**src/rtl/mac_fp_mx_dot.sv**
```systemverilog
// Multi-lane ExMy dot-product MAC: exact per-beat lane sums accumulated over a block
// into a saturating signed result, emitted with the block's shared scale.
module mac_fp_mx_dot #(
  parameter int unsigned EXP_WIDTH   = 2,
  parameter int unsigned MAN_WIDTH   = 1,
  parameter int unsigned LANES       = 4,
  parameter int unsigned BLOCK_LEN   = 8,
  parameter int unsigned ACC_WIDTH   = 20,
  parameter int unsigned SCALE_WIDTH = 8
) (
  input  logic                                     clk,
  input  logic                                     reset,
  input  logic                                     in_valid,
  output logic                                     in_ready,
  input  logic [LANES*(1+EXP_WIDTH+MAN_WIDTH)-1:0] w_data,
  input  logic [LANES*(1+EXP_WIDTH+MAN_WIDTH)-1:0] a_data,
  input  logic [SCALE_WIDTH-1:0]                   in_scale,
  output logic                                     out_valid,
  input  logic                                     out_ready,
  output logic [ACC_WIDTH-1:0]                     out_data,
  output logic [SCALE_WIDTH-1:0]                   out_scale,
  output logic                                     out_ovf
);

  localparam int unsigned EW = 1 + EXP_WIDTH + MAN_WIDTH;
  localparam int unsigned FW = MAN_WIDTH + 1;
  localparam int unsigned PW = 2 * FW + 2 * ((1 << EXP_WIDTH) - 2);
  localparam int unsigned SW = PW + 1 + $clog2(LANES);
  localparam int unsigned XW = ((ACC_WIDTH > SW) ? ACC_WIDTH : SW) + 1;
  localparam int unsigned BW = (BLOCK_LEN > 1) ? $clog2(BLOCK_LEN) : 1;

  localparam logic signed [XW-1:0] ACC_MAX = {{(XW-ACC_WIDTH+1){1'b0}}, {(ACC_WIDTH-1){1'b1}}};
  localparam logic signed [XW-1:0] ACC_MIN = {{(XW-ACC_WIDTH+1){1'b1}}, {(ACC_WIDTH-1){1'b0}}};

  // Exact unsigned product magnitude of one weight/activation pair.
  function automatic logic [PW-1:0] lane_mag(input logic [EW-1:0] w, input logic [EW-1:0] a);
    logic [EXP_WIDTH-1:0] ew, ea;
    logic [FW-1:0]        fw, fa;
    logic [EXP_WIDTH:0]   sw, sa, sh;
    logic [PW-1:0]        prod;
    ew   = w[EW-2 -: EXP_WIDTH];
    ea   = a[EW-2 -: EXP_WIDTH];
    fw   = {(ew != '0), w[MAN_WIDTH-1:0]};
    fa   = {(ea != '0), a[MAN_WIDTH-1:0]};
    sw   = (ew == '0) ? '0 : {1'b0, ew} - (EXP_WIDTH+1)'(1);
    sa   = (ea == '0) ? '0 : {1'b0, ea} - (EXP_WIDTH+1)'(1);
    sh   = sw + sa;
    prod = PW'(fw) * PW'(fa);
    return prod << sh;
  endfunction

  logic                          adv;
  logic                          s1_valid_q, s1_last_q, s2_valid_q, s2_last_q;
  logic [LANES*EW-1:0]           s1_w_q, s1_a_q;
  logic [SCALE_WIDTH-1:0]        s1_scale_q, s2_scale_q, blk_scale_q;
  logic [BW-1:0]                 beat_q;
  logic signed [SW-1:0]          lane_sum, s2_sum_q;
  logic [PW-1:0]                 mag;
  logic signed [ACC_WIDTH-1:0]   acc_q, acc_sat;
  logic signed [XW-1:0]          acc_sum;
  logic                          ovf_sticky_q, clamp;

  assign adv      = !(out_valid && !out_ready);
  assign in_ready = adv;

  always_comb begin
    lane_sum = '0;
    mag      = '0;
    for (int i = 0; i < int'(LANES); i++) begin
      mag = lane_mag(s1_w_q[i*EW +: EW], s1_a_q[i*EW +: EW]);
      if (s1_w_q[i*EW+EW-1] ^ s1_a_q[i*EW+EW-1]) lane_sum = lane_sum - SW'(mag);
      else lane_sum = lane_sum + SW'(mag);
    end
  end

  // Clamp at every step so the sticky flag reflects any intermediate overflow.
  always_comb begin
    acc_sum = XW'(acc_q) + XW'(s2_sum_q);
    clamp   = 1'b0;
    acc_sat = ACC_WIDTH'(acc_sum);
    if (acc_sum > ACC_MAX) begin
      acc_sat = ACC_MAX[ACC_WIDTH-1:0];
      clamp   = 1'b1;
    end else if (acc_sum < ACC_MIN) begin
      acc_sat = ACC_MIN[ACC_WIDTH-1:0];
      clamp   = 1'b1;
    end
  end

  always_ff @(posedge clk) begin
    if (reset) begin
      s1_valid_q   <= 1'b0;
      s1_last_q    <= 1'b0;
      s1_w_q       <= '0;
      s1_a_q       <= '0;
      s1_scale_q   <= '0;
      blk_scale_q  <= '0;
      beat_q       <= '0;
      s2_valid_q   <= 1'b0;
      s2_last_q    <= 1'b0;
      s2_sum_q     <= '0;
      s2_scale_q   <= '0;
      acc_q        <= '0;
      ovf_sticky_q <= 1'b0;
      out_valid    <= 1'b0;
      out_data     <= '0;
      out_scale    <= '0;
      out_ovf      <= 1'b0;
    end else if (adv) begin
      s1_valid_q <= in_valid;
      if (in_valid) begin
        s1_w_q     <= w_data;
        s1_a_q     <= a_data;
        s1_last_q  <= (beat_q == BW'(BLOCK_LEN - 1));
        s1_scale_q <= (beat_q == '0) ? in_scale : blk_scale_q;
        if (beat_q == '0) blk_scale_q <= in_scale;
        beat_q <= (beat_q == BW'(BLOCK_LEN - 1)) ? '0 : beat_q + BW'(1);
      end
      s2_valid_q <= s1_valid_q;
      if (s1_valid_q) begin
        s2_sum_q   <= lane_sum;
        s2_last_q  <= s1_last_q;
        s2_scale_q <= s1_scale_q;
      end
      // With adv high any pending result is being consumed on this edge.
      out_valid <= s2_valid_q && s2_last_q;
      if (s2_valid_q) begin
        if (s2_last_q) begin
          out_data     <= acc_sat;
          out_ovf      <= ovf_sticky_q | clamp;
          out_scale    <= s2_scale_q;
          acc_q        <= '0;
          ovf_sticky_q <= 1'b0;
        end else begin
          acc_q        <= acc_sat;
          ovf_sticky_q <= ovf_sticky_q | clamp;
        end
      end
    end
  end

endmodule

```
**config.mk**
```make
export PLATFORM = sky130hd
export DESIGN_NAME = mac_fp_mx_dot
export DESIGN_NICKNAME = d
export VERILOG_FILES = /design/src/rtl/mac_fp_mx_dot.sv
export SDC_FILE = /design/constraint.sdc
export NUM_CORES = 1
export LEC_CHECK = 0
export CAP_MARGIN = 15
export CORE_AREA = 2 2 169 171
export DETAILED_ROUTE_END_ITERATION = 10
export DIE_AREA = 0 0 171 173
export PLACE_DENSITY = 0.56
export SLEW_MARGIN = 5
export SYNTH_ARGS = -nofsm -noshare
export SYNTH_HDL_FRONTEND = slang
export SYNTH_SLANG_ARGS = --single-unit
```
**constraint.sdc**
```tcl
create_clock -name clk -period 7.67 [get_ports clk]
set_clock_uncertainty 0.1 [all_clocks]
set_input_delay 1.1505 -clock clk [delete_from_list [all_inputs] [get_ports clk]]
set_output_delay 1.1505 -clock clk [all_outputs]
set_load 0.05 [all_outputs]
```
==> results.toml <==
[place]
place_area_mm2 = 0.009235
gp_congestion = 0.8190
post-dp-hpwl_um = 14470
portBuffers = 74
placed_cells = 1487

[synthesis]
synth_top_area_cell = "dfxtp_1"
ys_top_cells_by_area = "dfxtp_1 29%, ha_1 9.9%, a21oi_1 9.0%"
synth-edff-count = 0
syn_area_per_cell_um2 = 7.601
ys_async_sr_fraction_pct = 0
ys_ff_latch = 117
synth_top_area_share_pct = 28.56
synth_area_mm2 = 0.008202
synth_ff_type = "dfxtp_1"
syn-num-nets = 1196
yosysSeqAreaShare_pct = 28.56
ys_warn_count = 0
syn_inst = 1079
ys_types = 74

[clocking]
cts_buffers = 17
post_cts_resized = 0
cts_tree = "done"
clk_latency_ps = 420
path_clk_slew_ps = 60
htreeDepth = 4
cts_max_path_buffers = 2
cts_hold_buf = 0
clock_sinks = 117
post-cts-setup-buffers = 0
cts-root-buf = "clkbuf_16"

[timing]
worstMarginPinSlew_ps = 1039
max_slew_margin_pct = 30.72
slew_violations = 0
clock.fmax_ghz = 0.1556
hold_viol_final = 0
fin_crit_ps = 6426
period_share_pct = 83.79
rsz0062_at_grt = "no"
tns_ps = 0
setup_viol = 0

[floorplanning]
die_w_um = 171
core_area_mm2 = 0.02763
rows = 61
fp.dieH_um = 173
die_area_mm2 = 0.02958
num_io_pins = 75
start_util_pct = 29.68

[critical_path]
arrival_ps = 6630
crit_path_frequent_cell = "ha_1"
startpoint_type = "register"
r2r-start = "s1_w_q[6]"
slowest_delay_ps = 780
required_ps = 7870
startpoint = "s1_w_q[6]"
worst-setup-path-type = "register to register"
endpoint_kind = "register"
crit_path_max_fanout = 15
rrSetupSlack_ps = 1240
crit_path_top_delay_cell = "fa_1"

[hold_path]
hp-start = "s2_scale_q[3]"
hold_class = "register to register"

[drt]
wl_per_cell_um = 13.18
antenna_left = 0
drt_iter0_markers = 431
drtPass1Iterations = 5
vias = 7388
wl_um = 19990
viasPerCell = 4.870
drc = 0

[power]
internal_power_mw = 1.610
p_per_area_mw_per_mm2 = 261.3
ir_drop_mv = 0.1940
power.switching_uw = 948.4
p_comb_share_pct = 44.2
netSwitchingFraction_pct = 37.07
seqPwrFrac_pct = 26.4
power.total_mw = 2.559
p_leak_nw = 3.947
pwr-share-clk_pct = 29.4

[run_status]
run_status = "complete, no violations"

[global_route]
grt_pass1_vias = 7210
grt_usage_pct = 14.05
antenna_found_initial = 0
grt_pass1_wl_um = 34430
gr-total-overflow = 0
grt_max_degree = 84

[layout]
area_growth_syn_to_layout_pct = 19.39
fin_nets = 1245
drive_above_1_share_pct = 5.356
fin_cells = 1517
design_area_mm2 = 0.009792
antenna_cells = 0
fin_util_pct = 35.44
n_fill_cell = 2938

[job]
drv_cap = 0
placed cells by master (no fill, tap or decap), types with 17 or more instances in the layout:
cell type        instances
clkdlybuf4s50_1         73
nand2_1                192
xor2_1                  30
ha_1                    65
o21ai_0                 75
xnor2_1                 36
a21o_1                  20
a21oi_1                146
nor2_1                  74
dfxtp_1                117
inv_1                   38
clkbuf_16               17
nor2b_1                 22
critical path: cells and delay by family, from the launching register on:
| kind | cells | cell delay, ps |
|---|---|---|
| adders and majority gates | 6 | 2200 |
| AOI/OAI and AO/OA | 11 | 1950 |
| DFF | 1 | 430 |
| buffers and inverters | 2 | 120 |
| and+or+nand+nor | 7 | 1080 |
| xor gates and xnor gates | 3 | 430 |
cell usage after synthesis (10+ instances only):
master    number
a21oi_1      147
nor3_1        15
mux2i_1       16
dfxtp_1      117
nand2b_1      10
clkbuf_1      33
o21ai_0       75
and2_1        12
nor2_1        74
a21o_1        20
ha_1          65
nor2b_1       22
xor2_1        30
nand3_1       15
o21ai_1       12
xnor2_1       36
a31oi_1       16
inv_1         38
nand2_1      192
worst paths after layout:
path,to,cells after the start
setup / recovery,s2_sum_q[10],29
hold / removal,out_scale[3],2
setup reg to reg,s2_sum_q[10],29
hold reg to reg,out_scale[3],2
power by group through the flow:
| stage | registers, mW | clock network [mW] | logic (mW) |
|---|---|---|---|
| CTS | 0.675 | 0.776 | 1.14 |
| detailed placement | 0.688 | 0 | 1.13 |
| finish | 0.675 | 0.752 | 1.13 |
| global route | 0.679 | 0.803 | 1.30 |
| floorplan | 0.677 | 0 | 0.919 |
| global placement | 0.687 | 0 | 1.12 |
flip-flops by register name, indices dropped and copies added, names as in the netlist:
name,cells
s1_a_q,16
s2_valid_q,1
out_scale,8
out_data,20
out_valid,1
s1_valid_q,1
out_ovf,1
s1_w_q,16
s2_last_q,1
s2_scale_q,8
ovf_sticky_q,1
s2_sum_q,11
blk_scale_q,8
s1_last_q,1
beat_q,3
acc_q,20
final cells by class:
| type | count | area, um^2 | area share, % |
|---|---|---|---|
| sequential | 117 | 2342 | 23.92 |
| tap | 378 | 473.0 | 4.830 |
| clock inverter | 11 | 103.9 | 1.061 |
| inverter | 40 | 150.1 | 1.533 |
| multi-input combinational | 874 | 5504 | 56.21 |
| clock buffer | 19 | 452.9 | 4.626 |
| timing repair buffer | 78 | 765.7 | 7.820 |
layer usage:
metal	track usage (%)	up-vias	part of all wire, %
met1	18.89	3425	51
li1	-	3859	-
met4	3.778	0	1.0
met3	2.861	18	3.0
met2	22.77	86	45
met5	0	-	0
cell families after synthesis:
logic type      synth area share (%)
xor+xnor                       7.323
compound gates                 24.01
mux                            2.685
flops                          28.56
simple gates                   21.17
fa+ha+maj                      11.87
buf+inv                        4.378
metrics by stage:
stage                     hold slack, ps  worst slack [ps]
final                              348.2              1244
after global routing               370.1             659.1
after CTS                          352.5              1256
after detailed placement           346.0              1278
after global placement             339.9              1350
after floorplan                    329.1              1809
Note: power is estimated with default switching activity, not from simulation.
